==> config.mk <==
export PLATFORM = sky130hd
export DESIGN_NAME = fir_result_reader
export DESIGN_NICKNAME = d
export VERILOG_FILES = /design/src/rtl/fir_pkg.sv /design/src/rtl/fir_sync_fifo.sv /design/src/rtl/fir_result_reader.sv
export SDC_FILE = /design/constraint.sdc
export NUM_CORES = 1
export LEC_CHECK = 0
export CORE_ASPECT_RATIO = 0.9
export CORE_UTILIZATION = 45
export CTS_BUF_LIST = sky130_fd_sc_hd__clkbuf_16
export CTS_CLUSTER_DIAMETER = 100
export DETAILED_ROUTE_END_ITERATION = 10
export PLACE_DENSITY = 0.69
export REMOVE_ABC_BUFFERS = 1
export SLEW_MARGIN = 20
export SYNTH_ARGS = -nofsm -noshare
export SYNTH_HDL_FRONTEND = slang
export SYNTH_SLANG_ARGS = --single-unit
==> constraint.sdc <==
create_clock -name clk -period 3.75 [get_ports clk]
set_input_delay 0.75 -clock clk [delete_from_list [all_inputs] [get_ports clk]]
set_output_delay 0.75 -clock clk [all_outputs]
set_load 0.02 [all_outputs]
==> src/rtl/fir_pkg.sv <==
// fir_pkg: shared constants, types and helpers for the FIR accelerator
// result path. New code uses these in place of the old header macros.
//   DATA_WIDTH          - accelerator result word width
//   NUM_REGS            - number of accelerator coefficient/tap registers
//   fir_word_t          - one accelerator result word
//   FIFO_DEPTH_DEFAULT  - default depth of the result FIFO
//   COUNT_WIDTH         - occupancy counter width for the default depth
//   fir_count_width()   - occupancy counter width for any power-of-2 depth
package fir_pkg;

  localparam int DATA_WIDTH = 16;
  localparam int NUM_REGS   = 8;

  typedef logic [DATA_WIDTH-1:0] fir_word_t;

  // The counter must represent 0..depth inclusive, hence one extra bit
  // beyond the pointer width.
  function automatic int fir_count_width(input int depth);
    return $clog2(depth) + 1;
  endfunction

  localparam int FIFO_DEPTH_DEFAULT = 8;
  localparam int COUNT_WIDTH        = fir_count_width(FIFO_DEPTH_DEFAULT);

endpackage

==> src/rtl/fir_sync_fifo.sv <==
// fir_sync_fifo: synchronous first-word-fall-through FIFO.
//   clk      in   clock
//   rstN     in   asynchronous active-low reset (pointers/count only)
//   push_i   in   write wdata_i this cycle (ignored when full and not popping)
//   pop_i    in   retire the head word this cycle (ignored when empty)
//   flush_i  in   synchronous clear, overrides push_i and pop_i
//   wdata_i  in   word to write
//   rdata_o  out  head word, forced to 0 while empty
//   count_o  out  occupancy 0..DEPTH
//   full_o   out  count_o == DEPTH
//   empty_o  out  count_o == 0
module fir_sync_fifo #(
  parameter int DATA_WIDTH = 16,
  parameter int DEPTH      = 8
) (
  input  logic                    clk,
  input  logic                    rstN,
  input  logic                    push_i,
  input  logic                    pop_i,
  input  logic                    flush_i,
  input  logic [DATA_WIDTH-1:0]   wdata_i,
  output logic [DATA_WIDTH-1:0]   rdata_o,
  output logic [$clog2(DEPTH):0]  count_o,
  output logic                    full_o,
  output logic                    empty_o
);
  import fir_pkg::*;

  localparam int PTR_W = $clog2(DEPTH);
  localparam int CNT_W = fir_count_width(DEPTH);

  logic [DATA_WIDTH-1:0] mem [DEPTH];
  logic [PTR_W-1:0]      rd_ptr_q, rd_ptr_d;
  logic [PTR_W-1:0]      wr_ptr_q, wr_ptr_d;
  logic [CNT_W-1:0]      count_q, count_d;
  logic                  do_push, do_pop;

  assign empty_o = (count_q == '0);
  assign full_o  = (count_q == CNT_W'(DEPTH));
  assign count_o = count_q;

  // Guards make the FIFO self-protecting even if a caller pushes into a
  // full FIFO without a pop, or pops an empty one.
  assign do_pop  = pop_i && !empty_o && !flush_i;
  assign do_push = push_i && (!full_o || do_pop) && !flush_i;

  always_comb begin
    rd_ptr_d = rd_ptr_q;
    wr_ptr_d = wr_ptr_q;
    count_d  = count_q;
    if (flush_i) begin
      rd_ptr_d = '0;
      wr_ptr_d = '0;
      count_d  = '0;
    end else begin
      if (do_pop)  rd_ptr_d = rd_ptr_q + PTR_W'(1);
      if (do_push) wr_ptr_d = wr_ptr_q + PTR_W'(1);
      case ({do_push, do_pop})
        2'b10:   count_d = count_q + CNT_W'(1);
        2'b01:   count_d = count_q - CNT_W'(1);
        default: count_d = count_q;
      endcase
    end
  end

  always_ff @(posedge clk or negedge rstN) begin
    if (!rstN) begin
      rd_ptr_q <= '0;
      wr_ptr_q <= '0;
      count_q  <= '0;
    end else begin
      rd_ptr_q <= rd_ptr_d;
      wr_ptr_q <= wr_ptr_d;
      count_q  <= count_d;
    end
  end

  // Storage carries no reset; the empty mask below keeps rdata_o X-free.
  always_ff @(posedge clk) begin
    if (do_push) mem[wr_ptr_q] <= wdata_i;
  end

  assign rdata_o = empty_o ? '0 : mem[rd_ptr_q];

endmodule

==> src/rtl/fir_result_reader.sv <==
// fir_result_reader: captures accelerator result words into a FWFT FIFO
// and serves them over a valid/ready read port; counts words lost to a
// full FIFO.
//   clk             in   clock
//   rstN            in   asynchronous active-low reset
//   resultIn        in   accelerator result word
//   resultInValid   in   single-cycle qualifier, no backpressure upstream
//   flush           in   synchronous FIFO clear (overflow state untouched)
//   clrOverflow     in   synchronous clear of overflowCount/overflowSticky
//   dataOut         out  head-of-FIFO word (0 while empty)
//   dataOutValid    out  FIFO non-empty
//   dataOutReady    in   consumer accepts dataOut this cycle
//   count           out  occupancy 0..DEPTH
//   full            out  count == DEPTH
//   empty           out  count == 0
//   overflowCount   out  saturating count of dropped words
//   overflowSticky  out  set on any drop until cleared
module fir_result_reader #(
  parameter int DATA_WIDTH = 16,
  parameter int DEPTH      = 8,
  parameter int OVF_WIDTH  = 8
) (
  input  logic                    clk,
  input  logic                    rstN,
  input  logic [DATA_WIDTH-1:0]   resultIn,
  input  logic                    resultInValid,
  input  logic                    flush,
  input  logic                    clrOverflow,
  output logic [DATA_WIDTH-1:0]   dataOut,
  output logic                    dataOutValid,
  input  logic                    dataOutReady,
  output logic [$clog2(DEPTH):0]  count,
  output logic                    full,
  output logic                    empty,
  output logic [OVF_WIDTH-1:0]    overflowCount,
  output logic                    overflowSticky
);
  import fir_pkg::*;

  logic                 push, pop, drop;
  logic [OVF_WIDTH-1:0] ovf_count_q, ovf_count_d;
  logic                 ovf_sticky_q, ovf_sticky_d;

  assign dataOutValid = !empty;
  assign pop  = dataOutValid && dataOutReady;
  assign push = resultInValid && (!full || pop);
  // A word discarded by flush is intentional, not a loss.
  assign drop = resultInValid && full && !pop && !flush;

  fir_sync_fifo #(
    .DATA_WIDTH (DATA_WIDTH),
    .DEPTH      (DEPTH)
  ) u_fifo (
    .clk     (clk),
    .rstN    (rstN),
    .push_i  (push),
    .pop_i   (pop),
    .flush_i (flush),
    .wdata_i (resultIn),
    .rdata_o (dataOut),
    .count_o (count),
    .full_o  (full),
    .empty_o (empty)
  );

  // A drop coincident with a clear survives as the first counted drop.
  always_comb begin
    ovf_count_d  = ovf_count_q;
    ovf_sticky_d = ovf_sticky_q;
    if (clrOverflow) begin
      ovf_count_d  = drop ? OVF_WIDTH'(1) : '0;
      ovf_sticky_d = drop;
    end else if (drop) begin
      ovf_sticky_d = 1'b1;
      if (ovf_count_q != '1) ovf_count_d = ovf_count_q + OVF_WIDTH'(1);
    end
  end

  always_ff @(posedge clk or negedge rstN) begin
    if (!rstN) begin
      ovf_count_q  <= '0;
      ovf_sticky_q <= 1'b0;
    end else begin
      ovf_count_q  <= ovf_count_d;
      ovf_sticky_q <= ovf_sticky_d;
    end
  end

  assign overflowCount  = ovf_count_q;
  assign overflowSticky = ovf_sticky_q;

endmodule

Word-level counts from Yosys, hierarchy flattened

Memory sizes are Yosys's and may differ from the RTL's.
Cells that the tools add are included.

Flip-flop bits (word level): 19
Bits in writable memories: 128
Input port bits: 22
Output and inout bits: 32
Logic and storage cells: 52
Memories kept: 1

Add/sub/neg operators: 5
Equality and inequality tests: 4
Mux-type cells: 15
Reductions and logical operators: 22

Memory list:

| name       | words | width | read ports | clocked after Yosys merged registers in | write ports | RTL line            | RTL |
|---|---|---|---|---|---|---|---|
| u_fifo.mem | 8     | 16    | 1          | 0                                       | 1           | fir_sync_fifo.sv:32 | `logic [DATA_WIDTH-1:0] mem [DEPTH];` |

Operators by type and width:

| operator              | count |
|---|---|
| $mux W8               | 3 |
| $mux W16              | 1 |
| $mux W3               | 4 |
| $logic_and A1 B1 Y1   | 9 |
| $add A8 B1 Y8 const B | 1 |
| $ne A8 B8 Y1 const B  | 1 |
| $pmux W4 S2           | 1 |
| $reduce_bool A2 Y1    | 4 |
| $add A3 B1 Y3 const B | 2 |
| $mux W1               | 5 |
| $add A4 B1 Y4 const B | 1 |
| $eq A4 B4 Y1 const B  | 1 |
| $logic_not A1 Y1      | 4 |
| $logic_not A4 Y1      | 1 |
| $mux W4               | 1 |
| $sub A4 B1 Y4 const B | 1 |
| $reduce_bool A3 Y1    | 1 |
| $eq A2 B1 Y1 const B  | 1 |
| $eq A2 B2 Y1 const B  | 1 |
| $logic_or A1 B1 Y1    | 2 |
| $reduce_and A2 Y1     | 1 |

Longest topological paths before layout

Gate-level depths: netlist of run 1.

Depth after elaboration: 11
Gate-level depth with buffers: 10
Depth with buffers taken out: 8

Cells and area by module

From an unflattened synthesis of run 1, not the netlist that was laid out.

Cells, all modules: 337
Area, all modules: 6109.6 µm²

Modules (own cells, without submodules):

| module            | instances | cells each | area an instance (µm²) | sequential area each (µm²) |
|---|---|---|---|---|
| fir_sync_fifo     | 1         | 279        | 5582.9                 | 4093.9 |
| fir_result_reader | 1         | 58         | 526.8                  | 225.2 |

Least setup slack after synthesis of run 1

Ideal clock, no wire load.

Path kind: input to register
Start point: in dataOutReady
End point: mem u_fifo.mem[1][0] (enable)
Library setup time: 409 ps
Arrival: 2895 ps
Data required time: 3341 ps
Path slack: 446 ps
Cell stages on the path: 4
Buffers on the path: 1
Path through: clkbuf_1 > o21ai_0 > or3b_2 > nor3_1

Word-level cells in the longest chain between the ends: 8
Elaborated cells on any way between the ends: 10
Those cells by class: mux (2); reduce/logical (8)

Ends and longest elaborated chain:

| what                                 | RTL line                | RTL |
|---|---|---|
| start, declared                      | fir_result_reader.sv:31 | `input logic dataOutReady,` |
| $logic_and A1 B1 Y1 (*)              | fir_result_reader.sv:45 | `assign pop = dataOutValid && dataOutReady;` |
| $logic_and A1 B1 Y1 (2 in a row)     | fir_sync_fifo.sv:44     | `assign do_pop = pop_i && !empty_o && !flush_i;` |
| $logic_or A1 B1 Y1                   | fir_sync_fifo.sv:45     | `assign do_push = push_i && (!full_o \|\| do_pop) && !flush_i;` |
| $logic_and A1 B1 Y1 (*) (2 in a row) | fir_sync_fifo.sv:45     |  |
| $mux W1 (*)                          | fir_sync_fifo.sv:80     | `if (do_push) mem[wr_ptr_q] <= wdata_i;` |
| $mux W1 (implied by the code) (*)    | fir_sync_fifo.sv:80     |  |
| end, declared                        | fir_sync_fifo.sv:32     |  |

Every way passes the cells marked *; elsewhere a longest branch is shown, timed or not.

Worst setup path in the final report of run 1

Start point: reg u_fifo.count_q[1], in the netlist u_fifo.count_o[1]
End point: out dataOut[5]

Word-level cells in the longest chain between the ends: 2

Ends and longest elaborated chain:

| what                   | RTL line                | RTL |
|---|---|---|
| start, declared        | fir_sync_fifo.sv:35     | `logic [CNT_W-1:0] count_q, count_d;` |
| start signal, assigned | fir_sync_fifo.sv:74     | `count_q <= count_d;` |
| $logic_not A4 Y1       | fir_sync_fifo.sv:38     | `assign empty_o = (count_q == '0);` |
| $mux W16               | fir_sync_fifo.sv:83     | `assign rdata_o = empty_o ? '0 : mem[rd_ptr_q];` |
| end, declared          | fir_result_reader.sv:29 | `output logic [DATA_WIDTH-1:0] dataOut,` |

No other way between the ends.

==> results of run 1 <==
cell usage after synthesis (all sizes together) (4+ instances only):
| library cell | n |
|---|---|
| dfrtp | 19 |
| a21oi | 8 |
| or4 | 6 |
| clkbuf | 11 |
| inv | 4 |
| nor2 | 32 |
| edfxtp | 128 |
| o31ai | 5 |
| o21ai | 4 |
| mux2i | 18 |
| buf | 9 |
| xor2 | 6 |
| nand3 | 10 |
| nand2 | 6 |
| ha | 5 |
| mux4 | 32 |
worst max-delay path, delay by kind of cell, from the launching register on:
kind | cells | cell delay (ns)
buf+inv | 3 | 1.04
simple gates | 2 | 0.75
flops | 1 | 0.49
per-layer routing:
layer | vias up | global-route usage (%) | share of wire [%]
met3 | 23 | 4.61 | 3.8
met4 | 0 | 8.33 | 2.2
met1 | 1629 | 23.6 | 43
met5 | - | 0 | 0
met2 | 75 | 29.7 | 51
li1 | 1475 | - | -
through the flow:
stage               setup WS [ns]  power (mW)  area, µm²
global route                0.182        5.01       7430
floorplan                   0.686        2.66       5940
global placement            0.690        3.16       6840
detailed placement          0.597        3.17       6840
finish                      0.325        4.82       7430
CTS                         0.247        4.88       7430
power groups by stage:
| stage | Combinational [mW] | Clock (mW) | Sequential (mW) |
|---|---|---|---|
| floorplan | 0.652 | 0 | 2.00 |
| global placement | 1.22 | 0 | 1.94 |
| detailed placement | 1.23 | 0 | 1.94 |
| CTS | 1.24 | 1.74 | 1.91 |
| global route | 1.30 | 1.79 | 1.92 |
| finish | 1.22 | 1.69 | 1.91 |
state kept, by name, summed over array words and instances, names as in the netlist:
name and flops:
u_fifo.wr_ptr_q 3, u_fifo.mem 128, overflowSticky 1, overflowCount 8, u_fifo.count_o 4, u_fifo.rd_ptr_q 3
cell families (layout without fill, tap and decap cells):
| kind of cell | Yosys count | in the layout | synth area share (%) |
|---|---|---|---|
| DFF | 147 | 147 | 71.6 |
| and+or+nand+nor | 74 | 74 | 6.45 |
| muxes | 52 | 52 | 15.3 |
| buffers and inverters | 25 | 108 | 1.80 |
| AOI/OAI and AO/OA | 23 | 23 | 2.47 |
| xor gates and xnor gates | 9 | 9 | 1.31 |
| adders and majority gates | 5 | 5 | 1.04 |
worst max-delay path by stage:
stage               cells past startpoint           endpoint  slack (ns)
finish                                  5         dataOut[5]        0.32
global route                            5        dataOut[13]        0.18
CTS                                     5        dataOut[13]        0.25
detailed placement                      9  u_fifo.count_o[3]        0.60
global placement                        9  u_fifo.count_o[3]        0.69
floorplan                               3         dataOut[0]        0.69
area by class of cell:
class	count	area (µm²)
multi-input cells	163	1610
repair buffers	71	678
well taps	164	205
flip-flops and latches	147	4320
clock buffers	17	425
fillers	985	5450
inverters	5	18.8
clock inverters	15	174
==> flow_metrics.env, run 1 <==
export IMPL_cts_resized=0
export IMPL_hpwl_um=6810
export IMPL_ant_nets=0
export IMPL_cts_tree="built"
export IMPL_switching_share_pct=26.7
export IMPL_holdWs_ns=0.540
export IMPL_groute_usage_overall_pct=18.5
export IMPL_hold_path_startpoint="overflowSticky"
export IMPL_critPathLaunchType="flip-flop"
export IMPL_worstReg2RegEnd="u_fifo.count_o[3]"
export IMPL_ir_worst_vdd_mv=0.419
export IMPL_drv_cap=0
export IMPL_firstDrtPassIters=4
export IMPL_num_rows=39
export IMPL_numClockSinks=147
export IMPL_wire_per_inst_um=19.7
export IMPL_p_comb_share_pct=25.2
export IMPL_wl_um=11500
export IMPL_crit_start="u_fifo.count_o[1]"
export IMPL_clock_root_buffer="clkbuf_16"
export IMPL_synth_seq_cells=147
export IMPL_numCtsBuffers=17
export IMPL_syn_inst=335
export IMPL_async_reset_ff_share_pct=12.9
export IMPL_synthToLayoutAreaGrowth_pct=23.3
export IMPL_overflow=0
export IMPL_clkTransAtPathRegs_ns=0.05
export IMPL_synth_distinct_cells=39
export IMPL_antenna_found_initial=0
export IMPL_drt_iter0_markers=281
export IMPL_post_cts_buffers=0
export IMPL_crit_path_end_kind="primary output"
export IMPL_drc=0
export IMPL_cts_buffer_depth=2
export IMPL_clock_power_share_pct=35.1
export IMPL_status="complete, no violations"
export IMPL_viasPerCell=5.50
export IMPL_period_needed_ns=3.43
export IMPL_r2r_cells=8
export IMPL_rsz0062_at_grt="no"
export IMPL_h_tree_depth=4
export IMPL_synth_edf_count=128
export IMPL_synth_avg_cell_area_um2=18.0
export IMPL_final_hold_viol_count=0
export IMPL_final_setup_tns_ns=0
export IMPL_vias=3202
export IMPL_synth_flop_cell="edfxtp_1"
export IMPL_cp_required_ns=3.00
export IMPL_layout_common_cells="edfxtp_1 (128), clkdlybuf4s50_1 (53), mux4_2 (32), nor2_1 (32)"
export IMPL_cp_cell_sequence="or4_1 -> clkinv_1 -> buf_4 -> nor2_1 -> clkdlybuf4s50_1"
export IMPL_antenna_cells=0
export IMPL_ys_warnings_count=0
export IMPL_path_class="reg -> out"
export IMPL_hold_buffers=0
export IMPL_fmax_mhz=292
export IMPL_period_share_pct=91.3
export IMPL_hold_path_depth=2
export IMPL_max_stage_delay_ns=0.64
export IMPL_setup_violations=0
export IMPL_yosysTopAreaCellShare_pct=63.7
export IMPL_grt_max_degree=35
export IMPL_leakage_nw=2.49
export IMPL_die_w_um=124
export IMPL_fin_skew_ns=0.00909
export IMPL_dieArea_mm2=0.0139
export IMPL_cp_slowest_cell="or4_1"
export IMPL_internal_power_mw=3.53
export IMPL_reg2reg_slack_ns=1.14
export IMPL_worstSkewPairLatency_ns=0.41
export IMPL_netlist_area_mm2=0.00603
export IMPL_pwr_share_seq_pct=39.6
export IMPL_hold_class="reg -> reg"
export IMPL_final_common_cell="edfxtp_1"
export IMPL_critPathArrivalTime_ns=2.68
export IMPL_power_per_cell_area_mw_per_mm2=648
export IMPL_synth_top_area_cell="edfxtp_1"
export IMPL_worst_pin_slew_ns=0.892
export IMPL_coreArea_mm2=0.0129
export IMPL_die_h_um=112
export IMPL_pin_count=54
export IMPL_drv_slew=0
export IMPL_final_cells=582
export IMPL_drive_above_1_share_pct=20.3
export IMPL_r2r_start="u_fifo.count_o[1]"
export IMPL_grt_pass1_wl_um=18100
export IMPL_holdPathEnd="overflowSticky"
export IMPL_fin_util_pct=57.7
export IMPL_switchingPower_mw=1.29
export IMPL_finalNetCount=432
export IMPL_place_gp_congestion=0.787
export IMPL_start_util_pct=46.8
export IMPL_dp_cells=550
export IMPL_synthTopCellsByArea="edfxtp_1 (64%), mux4_2 (12%), dfrtp_1 (7.9%)"
export IMPL_synth_seq_area_share_pct=71.6
export IMPL_port_buffers=53
export IMPL_relSlewSlack_pct=40.4
export IMPL_crit_fanout=14
export IMPL_grt_pass1_vias=3336
Note: power is estimated with default switching activity, not from simulation.
==> inputs of run 2 (changes only) <==
- CORE_UTILIZATION: 45 -> 30
- PLACE_DENSITY: 0.69 -> 0.51
==> run 2 against run 1 <==
Effect of this change: critical path depth stayed put; first-iteration DRC count fell by 33%; largest cell class unchanged; core utilization shrank 19 points; setup slack better by 0.022 ns; power decreased by 0.99%; wire length rose by 9.3%; clock skew increased by 0.0027 ns; register-to-register slack improved by 0.03 ns; combinational power up 6%; sequential power about the same; via count grew 2.0%.
==> flow_metrics.env, run 2 (synthesis gave the netlist of run 1 again) <==
export IMPL_status="complete, no violations"
export IMPL_fin_skew_ns=0.0117
export IMPL_drv_slew=0
export IMPL_cts_resized=0
export IMPL_layout_common_cells="edfxtp_1 (128), clkdlybuf4s50_1 (53), mux4_2 (32), nor2_1 (32), buf_4 (21)"
export IMPL_rsz0062_at_grt="no"
export IMPL_clock_power_share_pct=33.8
export IMPL_max_stage_delay_ns=0.62
export IMPL_firstDrtPassIters=5
export IMPL_grt_pass1_wl_um=19200
export IMPL_hold_class="reg -> reg"
export IMPL_antenna_found_initial=0
export IMPL_synthToLayoutAreaGrowth_pct=25.4
export IMPL_final_common_cell="edfxtp_1"
export IMPL_vias=3267
export IMPL_port_buffers=53
export IMPL_fmax_mhz=294
export IMPL_multi_input_area_mm2=0.00161
export IMPL_setup_violations=0
export IMPL_holdWs_ns=0.533
export IMPL_regMostFlops="u_fifo.mem"
export IMPL_crit_path_end_kind="primary output"
export IMPL_die_h_um=137
export IMPL_drt_iter0_markers=187
export IMPL_overflow=0
export IMPL_dp_cells=641
export IMPL_clock_root_buffer="clkbuf_16"
export IMPL_num_rows=48
export IMPL_finalNetCount=437
export IMPL_numClockSinks=147
export IMPL_worst_pin_slew_ns=0.907
export IMPL_drv_cap=0
export IMPL_crit_fanout=12
export IMPL_cts_buffer_depth=2
export IMPL_wl_um=12500
export IMPL_post_cts_buffers=0
export IMPL_grt_pass1_vias=3289
export IMPL_cp_slowest_cell="clkdlybuf4s50_1"
export IMPL_cts_tree="built"
export IMPL_hpwl_um=7950
export IMPL_wire_per_inst_um=18.6
export IMPL_clkTransAtPathRegs_ns=0.06
export IMPL_fill_cells=1818
export IMPL_groute_usage_overall_pct=13.3
export IMPL_period_share_pct=90.8
export IMPL_relSlewSlack_pct=39.4
export IMPL_path_class="reg -> out"
export IMPL_pwr_share_seq_pct=39.3
export IMPL_cp_cell_sequence="or4_1 -> clkinv_1 -> buf_12 -> nor2_1 -> clkdlybuf4s50_1"
export IMPL_critPathArrivalTime_ns=2.65
export IMPL_grt_max_degree=25
export IMPL_ir_worst_vdd_mv=0.258
export IMPL_period_needed_ns=3.40
export IMPL_numCtsBuffers=17
export IMPL_critPathLaunchType="flip-flop"
export IMPL_power_per_cell_area_mw_per_mm2=631
export IMPL_p_comb_share_pct=27.0
export IMPL_pin_count=54
export IMPL_cp_required_ns=3.00
export IMPL_dieArea_mm2=0.0207
export IMPL_final_cells=672
export IMPL_drive_above_1_share_pct=21.8
export IMPL_seqCellArea_mm2=0.00432
export IMPL_switching_share_pct=27.9
export IMPL_h_tree_depth=4
export IMPL_final_hold_viol_count=0
export IMPL_leakage_nw=2.49
export IMPL_ant_nets=0
export IMPL_coreArea_mm2=0.0195
export IMPL_drc=0
export IMPL_worstSkewPairLatency_ns=0.42
export IMPL_final_setup_tns_ns=0
export IMPL_hold_buffers=0
export IMPL_start_util_pct=31.0
export IMPL_die_w_um=151
export IMPL_internal_power_mw=3.44
export IMPL_antenna_cells=0
export IMPL_viasPerCell=4.86
export IMPL_largest_register_ffs=128
export IMPL_place_gp_congestion=0.760
export IMPL_switchingPower_mw=1.33
-- run 2: cell types whose count changed in the layout (fill, tap and decap cells not counted) --
cell | before | now
buf_12 | 1 | 2
buf_4 | 17 | 21
bufinv_16 | 4 | 2
clkinv_1 | 4 | 2
clkinv_2 | 3 | 1
clkinv_4 | 1 | 3
clkinvlp_4 | 1 | 4
inv_1 | 7 | 6
inv_6 | 0 | 1
-- run 2: power groups by stage --
stage | registers (mW) | clock network, mW | logic, mW
3_5_place_dp | 1.91 | 0 | 1.32
4_1_cts | 1.88 | 1.65 | 1.32
6_report | 1.88 | 1.61 | 1.29
3_3_place_gp | 1.91 | 0 | 1.32
2_1_floorplan | 2.00 | 0 | 0.652
5_1_grt | 1.88 | 1.72 | 1.40
-- run 2: final timing paths --
check                                   from                  to  slack (ns)  depth (start not counted)
max                        u_fifo.count_o[1]         dataOut[13]        0.35                          5
min                           overflowSticky      overflowSticky        0.53                          2
max reg2reg                u_fifo.count_o[2]   u_fifo.count_o[3]        1.17                          8
min reg2reg                   overflowSticky      overflowSticky        0.53                          2
max in group asynchronous               rstN  u_fifo.rd_ptr_q[0]        2.28                          1
min in group asynchronous               rstN    overflowCount[2]        0.83                          1
-- run 2: stage by stage --
stage          setup slack (ns)  area, µm²  utilization [%]  power, mW
2_1_floorplan             0.686       5940                -       2.66
3_3_place_gp              0.650       6990             35.9       3.22
3_5_place_dp              0.581       6990             35.9       3.23
4_1_cts                   0.266       7560             38.9       4.85
5_1_grt                   0.175       7560             38.9       5.00
6_report                  0.347       7560             38.9       4.77
-- run 2: critical path, delay by kind of cell, from the launching register on --
kind          cells  cell delay (ns)
buf+inv           3             1.29
flops             1             0.51
simple gates      2             0.43
-- run 2: layer usage --
layer | part of all wire (%) | track usage (%) | up-vias | wire length (µm)
met5 | 0 | 0 | - | 0
met4 | 0.73 | 5.00 | 0 | 92
met3 | 4.2 | 3.67 | 6 | 530
met2 | 49 | 20.9 | 76 | 6200
met1 | 46 | 17.4 | 1696 | 5700
li1 | - | - | 1489 | -
-- run 2: final cells by class --
class                   instances  area share (%)
flip-flops and latches        147            57.1
multi-input cells             163            21.3
well taps                     250            4.14
inverters                       5           0.248
clock buffers                  17            5.63
repair buffers                 76            9.63
clock inverters                14            1.87
==> inputs of run 3 (changes only) <==
- PLACE_DENSITY: 0.51 -> unset
==> run 3 against run 2 <==
Effect of this change: hold slack improved by 0.0053 ns; count of clock-buffer cells in the layout unchanged; fmax decreased by 4.1%; flip-flop and latch count unchanged; die area did not move; global-route usage is 0.57 points lower; critical endpoint is now dataOut[4]; sequential power barely moved; wire length decreased by 3.1%.
==> flow_metrics.env, run 3 (synthesis gave the netlist of run 1 again) <==
export IMPL_vias=3158
export IMPL_critPathLaunchType="flip-flop"
export IMPL_antenna_cells=0
export IMPL_viasPerCell=4.77
export IMPL_port_buffers=53
export IMPL_numClockSinks=147
export IMPL_seqCellArea_mm2=0.00432
export IMPL_drv_slew=0
export IMPL_wl_um=12100
export IMPL_num_rows=48
export IMPL_total_power_mw=4.59
export IMPL_h_tree_depth=4
export IMPL_cp_required_ns=3.00
export IMPL_post_cts_buffers=0
export IMPL_hold_path_depth=2
export IMPL_multi_input_area_mm2=0.00161
export IMPL_regMostFlops="u_fifo.mem"
export IMPL_critPathArrivalTime_ns=2.80
export IMPL_period_needed_ns=3.55
export IMPL_layout_common_cells="edfxtp_1 (128), clkdlybuf4s50_1 (53), mux4_2 (32), nor2_1 (32)"
export IMPL_coreArea_mm2=0.0195
export IMPL_numCtsBuffers=17
export IMPL_antenna_found_initial=1
export IMPL_leakage_nw=2.44
export IMPL_grt_max_degree=33
export IMPL_dieArea_mm2=0.0207
export IMPL_worstSkewPairLatency_ns=0.41
export IMPL_ir_worst_vdd_mv=0.292
export IMPL_grt_pass1_wl_um=18500
export IMPL_power_per_cell_area_mw_per_mm2=619
export IMPL_status="complete, no violations"
export IMPL_hpwl_um=7110
export IMPL_start_util_pct=31.0
export IMPL_fmax_mhz=282
export IMPL_period_share_pct=94.6
export IMPL_die_w_um=151
export IMPL_worst_pin_slew_ns=0.911
export IMPL_clock_root_buffer="clkbuf_16"
export IMPL_rsz0062_at_grt="no"
export IMPL_fill_cells=1789
export IMPL_r2r_start="u_fifo.count_o[1]"
export IMPL_firstDrtPassIters=4
export IMPL_final_setup_tns_ns=0
export IMPL_postPlaceCellArea_mm2=0.00691
export IMPL_wire_per_inst_um=18.3
export IMPL_cts_buffer_depth=2
export IMPL_finalNetCount=428
export IMPL_groute_usage_overall_pct=12.7
export IMPL_holdWs_ns=0.538
export IMPL_ant_nets=0
export IMPL_relSlewSlack_pct=39.1
export IMPL_drc=0
export IMPL_path_class="reg -> out"
export IMPL_drive_above_1_share_pct=19.2
export IMPL_hold_buffers=0
export IMPL_drv_cap=0
export IMPL_reg2reg_slack_ns=1.09
export IMPL_largest_register_ffs=128
export IMPL_fin_skew_ns=0.00558
export IMPL_synthToLayoutAreaGrowth_pct=23.0
export IMPL_crit_start="u_fifo.count_o[1]"
export IMPL_r2r_cells=8
export IMPL_clkTransAtPathRegs_ns=0.06
export IMPL_grt_pass1_vias=3289
export IMPL_overflow=0
export IMPL_cts_resized=0
export IMPL_hold_class="reg -> reg"
export IMPL_drt_iter0_markers=142
export IMPL_pin_count=54
export IMPL_final_common_cell="edfxtp_1"
export IMPL_crit_path_end_kind="primary output"
export IMPL_setup_violations=0
export IMPL_place_gp_congestion=0.773
export IMPL_stdcell_area_mm2=0.00742
export IMPL_crit_fanout=11
export IMPL_endpoint="dataOut[4]"
export IMPL_die_h_um=137
export IMPL_worstReg2RegEnd="u_fifo.count_o[3]"
export IMPL_cts_tree="built"
export IMPL_final_hold_viol_count=0
[run 3: cell count changes in the layout (fill, tap and decap cells not counted), sizes merged]
| cell | before | now |
|---|---|---|
| buf | 23 | 14 |
| bufinv | 2 | 1 |
| clkinv | 6 | 8 |
| clkinvlp | 4 | 0 |
| inv | 7 | 9 |
[run 3: cell type report]
class / count / area share, %
clock buffers: 17 / 5.73
repair buffers: 67 / 8.73
inverters: 5 / 0.253
clock inverters: 13 / 1.11
multi-input cells: 163 / 21.7
well taps: 250 / 4.22
flip-flops and latches: 147 / 58.2
[run 3: power breakdown]
group	internal, mW	switching [mW]	total [mW]
Sequential	1.83	0.0522	1.88
Clock	0.879	0.587	1.47
Combinational	0.611	0.634	1.25
Total	3.32	1.27	4.59
[run 3: per-stage QoR]
step	setup WS, ns	util [%]	cells
6_report	0.202	38.1	662
5_1_grt	0.00875	38.1	662
4_1_cts	0.136	38.1	662
3_5_place_dp	0.535	35.5	632
3_3_place_gp	0.604	35.5	632
2_1_floorplan	0.686	-	315
[run 3: layer usage]
layer | vias up | global-route usage, % | share of wire [%] | routed length (µm)
met5 | - | 0 | 0.099 | 12
met4 | 2 | 4.61 | 1.3 | 153
met3 | 16 | 4.07 | 4.5 | 544
met2 | 72 | 20.4 | 50 | 6050
met1 | 1605 | 16.0 | 44 | 5370
li1 | 1463 | - | - | -
[run 3: critical path, cell delays in order, from the launching register on]
cell             delay [ns]
dfrtp_1                0.54
or4_1                  0.29
clkinv_1               0.39
buf_4                  0.33
nor2_1                 0.20
clkdlybuf4s50_1        0.64
[run 3: worst min path at each step]
stage | startpoint | end
2_1_floorplan | rstN | overflowCount[0]
3_3_place_gp | overflowSticky | overflowSticky
3_5_place_dp | overflowSticky | overflowSticky
4_1_cts | overflowSticky | overflowSticky
5_1_grt | u_fifo.rd_ptr_q[2] | u_fifo.rd_ptr_q[2]
6_report | overflowSticky | overflowSticky
